===== src/rtl/pipeline_hazard_ctrl_pkg.sv =====
// Shared types and constants for the pipeline hazard controller.
// The optional HAZARD_PERF_CNT_EN build adds performance counters; their width is fixed here.
package pipeline_pkg;

    localparam int unsigned REG_W              = 5;
    localparam logic [REG_W-1:0] REG_ZERO      = 5'd0;
    localparam int unsigned TIMEOUT_CYCLES_DEF = 64;
    localparam int unsigned CNT_W_DEF          = 16;
    localparam int unsigned PERF_CNT_W         = CNT_W_DEF;

    typedef enum logic [0:0] {RUN = 1'b0, MEM_WAIT = 1'b1} hz_state_t;

    // Stall/flush bundle produced by the hazard priority logic
    typedef struct packed {
        logic pc_src;
        logic stall_f;
        logic stall_d;
        logic stall_e;
        logic stall_m;
        logic flush_d;
        logic flush_e;
        logic flush_m;
        logic flush_w;
    } hz_ctrl_t;

    // A load in EX whose destination feeds the instruction in ID; x0 never conflicts
    function automatic logic is_load_use(input logic             mem_read,
                                         input logic [REG_W-1:0] rd,
                                         input logic [REG_W-1:0] rs1,
                                         input logic [REG_W-1:0] rs2);
        return mem_read && (rd != REG_ZERO) && ((rd == rs1) || (rd == rs2));
    endfunction

endpackage


===== src/rtl/pipeline_hazard_ctrl_if.sv =====
// Hazard-controller bundle between the core datapath (master) and the controller (slave).
// Counter outputs exist only when HAZARD_PERF_CNT_EN is defined.
interface pipeline_hazard_ctrl_if;
    import pipeline_pkg::*;

    logic [REG_W-1:0] rs1D;
    logic [REG_W-1:0] rs2D;
    logic [REG_W-1:0] rdE;
    logic             memReadE;
    logic             memReadM;
    logic             memWriteM;
    logic             branchTakenM;
    logic             dmemReady;
    logic             dmemReq;
    logic             pcSrcF;
    logic             stallF;
    logic             stallD;
    logic             stallE;
    logic             stallM;
    logic             flushD;
    logic             flushE;
    logic             flushM;
    logic             flushW;
    logic             memTimeout;
    logic             waitBusy;
`ifdef HAZARD_PERF_CNT_EN
    logic [PERF_CNT_W-1:0] loadUseCnt;
    logic [PERF_CNT_W-1:0] memWaitCnt;
    logic [PERF_CNT_W-1:0] flushCnt;
`endif

    modport master (
        output rs1D, rs2D, rdE, memReadE, memReadM, memWriteM, branchTakenM, dmemReady,
        input  dmemReq, pcSrcF, stallF, stallD, stallE, stallM,
        input  flushD, flushE, flushM, flushW, memTimeout, waitBusy
`ifdef HAZARD_PERF_CNT_EN
        , input loadUseCnt, memWaitCnt, flushCnt
`endif
    );

    modport slave (
        input  rs1D, rs2D, rdE, memReadE, memReadM, memWriteM, branchTakenM, dmemReady,
        output dmemReq, pcSrcF, stallF, stallD, stallE, stallM,
        output flushD, flushE, flushM, flushW, memTimeout, waitBusy
`ifdef HAZARD_PERF_CNT_EN
        , output loadUseCnt, memWaitCnt, flushCnt
`endif
    );

endinterface


===== src/rtl/pipeline_hazard_ctrl_mem_wait_fsm.sv =====
// Data-memory wait sequencer: RUN/MEM_WAIT state, saturating wait counter and
// sticky timeout watchdog. The FSM never aborts an access on timeout.
module mem_wait_fsm
    import pipeline_pkg::*;
#(
    parameter int unsigned TIMEOUT_CYCLES = TIMEOUT_CYCLES_DEF,
    parameter int unsigned CNT_W          = CNT_W_DEF
) (
    input  logic clk,
    input  logic rst,
    input  logic mem_acc,
    input  logic dmem_ready,
    output logic dmem_req_c,
    output logic mem_stall_c,
    output logic wait_busy,
    output logic mem_timeout
);

    localparam logic [CNT_W-1:0] TIMEOUT_LAST = CNT_W'(TIMEOUT_CYCLES - 1);

    hz_state_t        state, state_nxt;
    logic [CNT_W-1:0] wait_cnt, wait_cnt_nxt;
    logic             timeout_nxt;

    // State, wait counter and sticky timeout
    always_ff @(posedge clk or negedge rst) begin
        if (!rst) begin
            state       <= RUN;
            wait_cnt    <= '0;
            mem_timeout <= 1'b0;
        end else begin
            state       <= state_nxt;
            wait_cnt    <= wait_cnt_nxt;
            mem_timeout <= timeout_nxt;
        end
    end

    // Next state; a stall covers the first RUN miss cycle and every unready MEM_WAIT cycle
    always_comb begin
        state_nxt    = state;
        wait_cnt_nxt = '0;
        timeout_nxt  = mem_timeout;
        mem_stall_c  = 1'b0;
        case (state)
            RUN: begin
                if (mem_acc && !dmem_ready) begin
                    mem_stall_c = 1'b1;
                    state_nxt   = MEM_WAIT;
                end
            end
            MEM_WAIT: begin
                if (dmem_ready) begin
                    state_nxt = RUN;
                end else begin
                    mem_stall_c = 1'b1;
                end
            end
            default: state_nxt = RUN;
        endcase
        if (mem_stall_c) begin
            wait_cnt_nxt = (wait_cnt != '1) ? wait_cnt + CNT_W'(1) : wait_cnt;
            if (wait_cnt >= TIMEOUT_LAST) begin
                timeout_nxt = 1'b1;
            end
        end
        if (!rst) begin
            mem_stall_c = 1'b0;
        end
    end

    assign dmem_req_c = rst && mem_acc;
    assign wait_busy  = (state == MEM_WAIT);

endmodule


===== src/rtl/pipeline_hazard_ctrl.sv =====
// Central stall/flush controller for the 5-stage core: memory wait > taken branch > load-use.
// Define HAZARD_PERF_CNT_EN to add saturating load-use / memory-stall / flush counters.
module pipeline_hazard_ctrl
    import pipeline_pkg::*;
#(
    parameter int unsigned TIMEOUT_CYCLES = TIMEOUT_CYCLES_DEF,
    parameter int unsigned CNT_W          = CNT_W_DEF
) (
    input  logic                  clk,
    input  logic                  rst,
    pipeline_hazard_ctrl_if.slave hz
);

    if (TIMEOUT_CYCLES < 2) begin : g_bad_timeout
        $error("TIMEOUT_CYCLES must be at least 2");
    end

    logic     mem_acc_c;
    logic     mem_stall_c;
    logic     load_use_c;
    logic     lu_stall_c;
    logic     br_flush_c;
    hz_ctrl_t ctrl_c;

    assign mem_acc_c  = hz.memReadM || hz.memWriteM;
    assign load_use_c = is_load_use(hz.memReadE, hz.rdE, hz.rs1D, hz.rs2D);

    mem_wait_fsm #(
        .TIMEOUT_CYCLES(TIMEOUT_CYCLES),
        .CNT_W         (CNT_W)
    ) u_fsm (
        .clk        (clk),
        .rst        (rst),
        .mem_acc    (mem_acc_c),
        .dmem_ready (hz.dmemReady),
        .dmem_req_c (hz.dmemReq),
        .mem_stall_c(mem_stall_c),
        .wait_busy  (hz.waitBusy),
        .mem_timeout(hz.memTimeout)
    );

    // Priority decode; everything reads 0 while reset is asserted
    always_comb begin
        ctrl_c     = '0;
        lu_stall_c = 1'b0;
        br_flush_c = 1'b0;
        if (rst) begin
            if (mem_stall_c) begin
                ctrl_c.stall_f = 1'b1;
                ctrl_c.stall_d = 1'b1;
                ctrl_c.stall_e = 1'b1;
                ctrl_c.stall_m = 1'b1;
                ctrl_c.flush_w = 1'b1;
            end else if (hz.branchTakenM) begin
                br_flush_c     = 1'b1;
                ctrl_c.pc_src  = 1'b1;
                ctrl_c.flush_d = 1'b1;
                ctrl_c.flush_e = 1'b1;
                ctrl_c.flush_m = 1'b1;
            end else if (load_use_c) begin
                lu_stall_c     = 1'b1;
                ctrl_c.stall_f = 1'b1;
                ctrl_c.stall_d = 1'b1;
                ctrl_c.flush_e = 1'b1;
            end
        end
    end

    assign hz.pcSrcF = ctrl_c.pc_src;
    assign hz.stallF = ctrl_c.stall_f;
    assign hz.stallD = ctrl_c.stall_d;
    assign hz.stallE = ctrl_c.stall_e;
    assign hz.stallM = ctrl_c.stall_m;
    assign hz.flushD = ctrl_c.flush_d;
    assign hz.flushE = ctrl_c.flush_e;
    assign hz.flushM = ctrl_c.flush_m;
    assign hz.flushW = ctrl_c.flush_w;

`ifdef HAZARD_PERF_CNT_EN
    logic [CNT_W-1:0] load_use_cnt;
    logic [CNT_W-1:0] mem_wait_cnt;
    logic [CNT_W-1:0] flush_cnt;

    // Saturating event counters
    always_ff @(posedge clk or negedge rst) begin
        if (!rst) begin
            load_use_cnt <= '0;
            mem_wait_cnt <= '0;
            flush_cnt    <= '0;
        end else begin
            if (lu_stall_c && (load_use_cnt != '1)) load_use_cnt <= load_use_cnt + CNT_W'(1);
            if (mem_stall_c && (mem_wait_cnt != '1)) mem_wait_cnt <= mem_wait_cnt + CNT_W'(1);
            if (br_flush_c && (flush_cnt != '1))     flush_cnt    <= flush_cnt + CNT_W'(1);
        end
    end

    assign hz.loadUseCnt = PERF_CNT_W'(load_use_cnt);
    assign hz.memWaitCnt = PERF_CNT_W'(mem_wait_cnt);
    assign hz.flushCnt   = PERF_CNT_W'(flush_cnt);
`endif

`ifndef SYNTHESIS
    // A single instruction cannot both branch and access memory in MEM
    a_branch_mem_excl: assert property (@(posedge clk) disable iff (!rst)
                                        !(hz.branchTakenM && mem_acc_c))
        else $error("branchTakenM asserted together with a memory access in MEM");
`endif

endmodule


===== src/flat_wrapper.sv =====
// flat-port wrapper written by rule: the top's interface ports become plain ports
module pipeline_hazard_ctrl_flat import pipeline_pkg::*;
#(
    parameter int unsigned TIMEOUT_CYCLES = TIMEOUT_CYCLES_DEF,
    parameter int unsigned CNT_W          = CNT_W_DEF
)
  (clk, rst, hz_rs1D, hz_rs2D, hz_rdE, hz_memReadE, hz_memReadM, hz_memWriteM, hz_branchTakenM, hz_dmemReady, hz_dmemReq, hz_pcSrcF, hz_stallF, hz_stallD, hz_stallE, hz_stallM, hz_flushD, hz_flushE, hz_flushM, hz_flushW, hz_memTimeout, hz_waitBusy);
  pipeline_hazard_ctrl_if hz_i ();
  input  logic clk;
  input  logic rst;
  input wire logic [$bits(hz_i.rs1D)-1:0] hz_rs1D;
  input wire logic [$bits(hz_i.rs2D)-1:0] hz_rs2D;
  input wire logic [$bits(hz_i.rdE)-1:0] hz_rdE;
  input wire logic [$bits(hz_i.memReadE)-1:0] hz_memReadE;
  input wire logic [$bits(hz_i.memReadM)-1:0] hz_memReadM;
  input wire logic [$bits(hz_i.memWriteM)-1:0] hz_memWriteM;
  input wire logic [$bits(hz_i.branchTakenM)-1:0] hz_branchTakenM;
  input wire logic [$bits(hz_i.dmemReady)-1:0] hz_dmemReady;
  output wire logic [$bits(hz_i.dmemReq)-1:0] hz_dmemReq;
  output wire logic [$bits(hz_i.pcSrcF)-1:0] hz_pcSrcF;
  output wire logic [$bits(hz_i.stallF)-1:0] hz_stallF;
  output wire logic [$bits(hz_i.stallD)-1:0] hz_stallD;
  output wire logic [$bits(hz_i.stallE)-1:0] hz_stallE;
  output wire logic [$bits(hz_i.stallM)-1:0] hz_stallM;
  output wire logic [$bits(hz_i.flushD)-1:0] hz_flushD;
  output wire logic [$bits(hz_i.flushE)-1:0] hz_flushE;
  output wire logic [$bits(hz_i.flushM)-1:0] hz_flushM;
  output wire logic [$bits(hz_i.flushW)-1:0] hz_flushW;
  output wire logic [$bits(hz_i.memTimeout)-1:0] hz_memTimeout;
  output wire logic [$bits(hz_i.waitBusy)-1:0] hz_waitBusy;
  assign hz_i.rs1D = hz_rs1D;
  assign hz_i.rs2D = hz_rs2D;
  assign hz_i.rdE = hz_rdE;
  assign hz_i.memReadE = hz_memReadE;
  assign hz_i.memReadM = hz_memReadM;
  assign hz_i.memWriteM = hz_memWriteM;
  assign hz_i.branchTakenM = hz_branchTakenM;
  assign hz_i.dmemReady = hz_dmemReady;
  assign hz_dmemReq = hz_i.dmemReq;
  assign hz_pcSrcF = hz_i.pcSrcF;
  assign hz_stallF = hz_i.stallF;
  assign hz_stallD = hz_i.stallD;
  assign hz_stallE = hz_i.stallE;
  assign hz_stallM = hz_i.stallM;
  assign hz_flushD = hz_i.flushD;
  assign hz_flushE = hz_i.flushE;
  assign hz_flushM = hz_i.flushM;
  assign hz_flushW = hz_i.flushW;
  assign hz_memTimeout = hz_i.memTimeout;
  assign hz_waitBusy = hz_i.waitBusy;
  pipeline_hazard_ctrl #(.TIMEOUT_CYCLES(TIMEOUT_CYCLES), .CNT_W(CNT_W)) u_core (.clk(clk), .rst(rst), .hz(hz_i));
endmodule

===== config.mk =====
export PLATFORM = sky130hd
export DESIGN_NAME = pipeline_hazard_ctrl_flat
export DESIGN_NICKNAME = d
export VERILOG_FILES = /design/src/rtl/pipeline_hazard_ctrl_pkg.sv /design/src/rtl/pipeline_hazard_ctrl_if.sv /design/src/rtl/pipeline_hazard_ctrl_mem_wait_fsm.sv /design/src/rtl/pipeline_hazard_ctrl.sv /design/src/flat_wrapper.sv
export SDC_FILE = /design/constraint.sdc
export NUM_CORES = 1
export LEC_CHECK = 0
export ABC_AREA = 0
export BUFFER_PORTS_ARGS = -buffer_cell sky130_fd_sc_hd__buf_4
export CAP_MARGIN = 20
export CORE_MARGIN = 2
export CORE_UTILIZATION = 35
export DETAILED_ROUTE_END_ITERATION = 7
export SYNTH_ARGS = -nofsm -noshare
export SYNTH_HDL_FRONTEND = slang
export SYNTH_SLANG_ARGS = --single-unit

===== constraint.sdc =====
create_clock -name clk -period 2.63 [get_ports clk]
set_input_delay 0.3945 -clock clk [delete_from_list [all_inputs] [get_ports clk]]
set_output_delay 0.3945 -clock clk [all_outputs]
set_load 0.1 [all_outputs]

==> impl_metrics.py <==
metrics = {
    "place": {
        "dpl.cell_count": 212,
        "io_buffers": 33,
        "place_ws_ns": 0.509,
        "dp_hpwl_mm": 2.34,
        "gp_congestion": 0.772,
    },
    "critical_path": {
        "cp_slowest_stage_delay_ns": 0.52,
        "cp.arrival_ns": 1.89,
        "crit_buf_inv": 3,
        "crit_top_cell": "buf_4",
        "crit_path_end_kind": "output pin",
        "critical_path.slowest_cell": "dlygate4sd3_1",
        "path_cells": "dlygate4sd3_1 > buf_4 > and3_2 > o21bai_2 > buf_4",
        "startpoint_type": "primary input",
        "crit_type": "primary input to output pin",
        "critical_path_required_ns": 2.24,
        "r2r_cells": 6,
        "critical_path.top_delay_family": "buffers and inverters",
        "crit_fanout": 23,
        "path_depth": 5,
    },
    "sta": {
        "finalSetupViolCount": 0,
        "period_minus_slack_ns": 2.29,
        "rsz0062_at_grt": "false",
        "post-route-period-util_pct": 87.0,
        "skew_ns": 0.00389,
        "maxSlewViolCount": 0,
        "finalWorstSetupSlack_ns": 0.342,
        "slew-limit-headroom_pct": 48.2,
        "tightest_slew_ns": 0.772,
        "fmax_mhz": 437,
        "finalHoldViolations": 0,
    },
    "final_layout": {
        "drive_gt1_share_pct": 31.0,
        "fin_cells": 217,
        "syn_to_final_growth_pct": 26.6,
        "antenna_cells": 0,
        "fillers": 336,
        "nets": 195,
    },
    "detailed_routing": {
        "dr.pass1.iters": 4,
        "routedWlPerCell_um": 14.3,
        "dr_total_vias": 1223,
        "wl_mm": 3.09,
        "drc": 0,
        "viasPerCell": 5.64,
        "drt_iter0_drc": 56,
        "ant_nets": 0,
    },
    "logic_synthesis": {
        "synth_edf_count": 0,
        "syn_inst": 138,
        "async_flop_share_pct": 100,
        "avgSynthCellArea_um2": 9.21,
        "synth_cell_type_count": 43,
        "ys_seq_area_share_pct": 35.4,
        "netlist_area_mm2": 0.00127,
        "ys.flop_type": "dfrtp_1",
        "yosys_warnings": 0,
        "synth_seq_cells": 18,
        "syn_nets": 161,
    },
    "cts": {
        "cts.sinks": 18,
        "tritoncts": "built",
        "clk_pin_slew_ns": 0.11,
        "cts_buffers": 3,
        "root_buffer": "clkbuf_4",
        "ctsHtreeMaxLevel": 1,
        "cts.path.max_buffers": 2,
        "cts_resized": 0,
        "clock_latency_ns": 0.30,
    },
    "floorplanning": {
        "die_w_um": 64.3,
        "pin_count": 34,
        "dieHeight_um": 64.3,
        "num_rows": 21,
        "dieArea_mm2": 0.00413,
        "core_area_mm2": 0.00342,
        "start_util_pct": 37.2,
    },
    "power_and_ir_drop": {
        "finalPower_mw": 0.663,
        "ir_worst_vdd_uv": 229,
        "leakage_nw": 0.731,
        "pwr_density_cell_mw_per_mm2": 412,
    },
    "flow_run": {
        "cap_violations": 0,
    },
    "run_status": {
        "outcome": "completed",
    },
    "min_path": {
        "hold_class": "primary input to flip-flop",
        "hold_depth": 3,
    },
    "grt": {
        "antenna_found_initial": 0,
        "grt_pass1_vias": 1200,
        "grt_overflow": 0,
        "grt_max_degree": 24,
        "grt_pass1_wl_mm": 5.41,
        "track_usage_pct": 16.2,
    },
}
-- kinds of logic (layout without fill, tap and decap cells) --
logic type                 after synthesis  count (layout)  share of synthesized area, %
adders and majority gates                1               1                         0.984
xor gates and xnor gates                11              11                          7.58
muxes                                    3               3                          2.36
buffers and inverters                   11              44                          5.61
DFF                                     18              18                          35.4
AOI/OAI and AO/OA                       34              34                          19.4
and+or+nand+nor                         60              60                          28.6
-- where the power goes --
part	internal, mW	total, mW	switching (mW)
clock	0.0845	0.174	0.0894
sequential	0.284	0.292	0.00844
combinational	0.0607	0.197	0.136
-- metal layers --
metal / vias up / share of wire [%] / global-route usage (%)
met4: 0 / 1.1 / 4.26
li1: 584 / - / -
met2: 39 / 51 / 29.2
met3: 5 / 5.6 / 2.11
met5: - / 0 / 0
met1: 595 / 42 / 20.4
-- worst register-to-register path, cell delays in order (launching register included) --
cell	delay, ns
dfrtp_1	0.47
ha_1	0.30
inv_1	0.14
nor4_4	0.06
buf_4	0.17
a2111oi_0	0.54
mux2i_1	0.24
-- cell usage in the layout (no fill, tap or decap), types with 3 or more instances in the layout --
cell type / synthesis / layout
nor3_1: 6 / 6
a2111o_1: 4 / 4
nand3_1: 7 / 7
nand2_1: 15 / 15
mux2i_1: 3 / 3
buf_4: 5 / 37
o21ai_0: 3 / 3
xor2_1: 11 / 11
dfrtp_1: 18 / 17
nand4_1: 4 / 4
nor2_1: 5 / 5
or3_1: 4 / 4
nor4_1: 3 / 3
clkbuf_4: 0 / 3
a21oi_1: 8 / 8
-- final timing paths --
kind	startpoint	end	slack, ns
min	hz_dmemReady	u_core.u_fsm.wait_cnt[9]	0.38
max reg2reg	u_core.u_fsm.wait_cnt[0]	u_core.u_fsm.wait_cnt[9]	0.64
min in group asynchronous	rst	u_core.u_fsm.wait_cnt[9]	0.50
min reg2reg	u_core.u_fsm.mem_timeout	u_core.u_fsm.mem_timeout	0.47
max	rst	hz_flushE	0.34
max in group asynchronous	rst	u_core.u_fsm.wait_busy	1.89
-- timing repair --
| action | 4_1_cts | 5_1_grt |
|---|---|---|
| hold buffers | 1 | 0 |
| endpoints found under the hold margin | 18 | 0 |
| setup buffers | 0 | 0 |
-- state kept, by name, summed over array words and instances (netlist names) --
register / flops
u_core.u_fsm.wait_cnt: 16
u_core.u_fsm.mem_timeout: 1
u_core.u_fsm.wait_busy: 1
-- per-stage QoR --
stage          hold slack (ns)  cell area, um^2  utilization, %  TNS, ns
2_1_floorplan           0.0989             1290               -   -0.124
3_3_place_gp             0.295             1560            45.8        0
3_5_place_dp             0.299             1560            45.8        0
4_1_cts                  0.385             1610            47.1        0
5_1_grt                  0.404             1610            47.1        0
6_report                 0.382             1610            47.1        0
-- area by class of cell --
type	instances	area (um^2)	area share, %
flip-flops and latches	18	452	28.1
multi-input cells	109	768	47.7
inverters	2	7.51	0.467
repair buffers	38	288	17.9
well taps	46	57.6	3.58
clock buffers	4	36.3	2.26
-- cell usage after synthesis, drive strengths merged, types with 2 or more instances --
| cell type | count | area share, % |
|---|---|---|
| dfrtp | 18 | 35 |
| nand2 | 15 | 4.4 |
| xor2 | 11 | 7.6 |
| a21oi | 8 | 3.1 |
| nand3 | 7 | 2.8 |
| buf | 6 | 3.3 |
| nand4 | 6 | 4.6 |
| nor3 | 6 | 2.4 |
| nor2 | 5 | 1.5 |
| o21ai | 5 | 2.0 |
| a2111o | 4 | 3.5 |
| nor4 | 4 | 3.1 |
| or3 | 4 | 2.0 |
| and3 | 3 | 1.5 |
| clkbuf | 3 | 1.7 |
| mux2i | 3 | 2.4 |
| o21bai | 3 | 1.8 |
| or4 | 3 | 2.1 |
| a211oi | 2 | 1.2 |
| a21o | 2 | 1.2 |
| and4 | 2 | 1.4 |
| inv | 2 | 0.59 |
| nand3b | 2 | 1.2 |
| o21a | 2 | 1.2 |
Power figures use the tool's default switching activity.
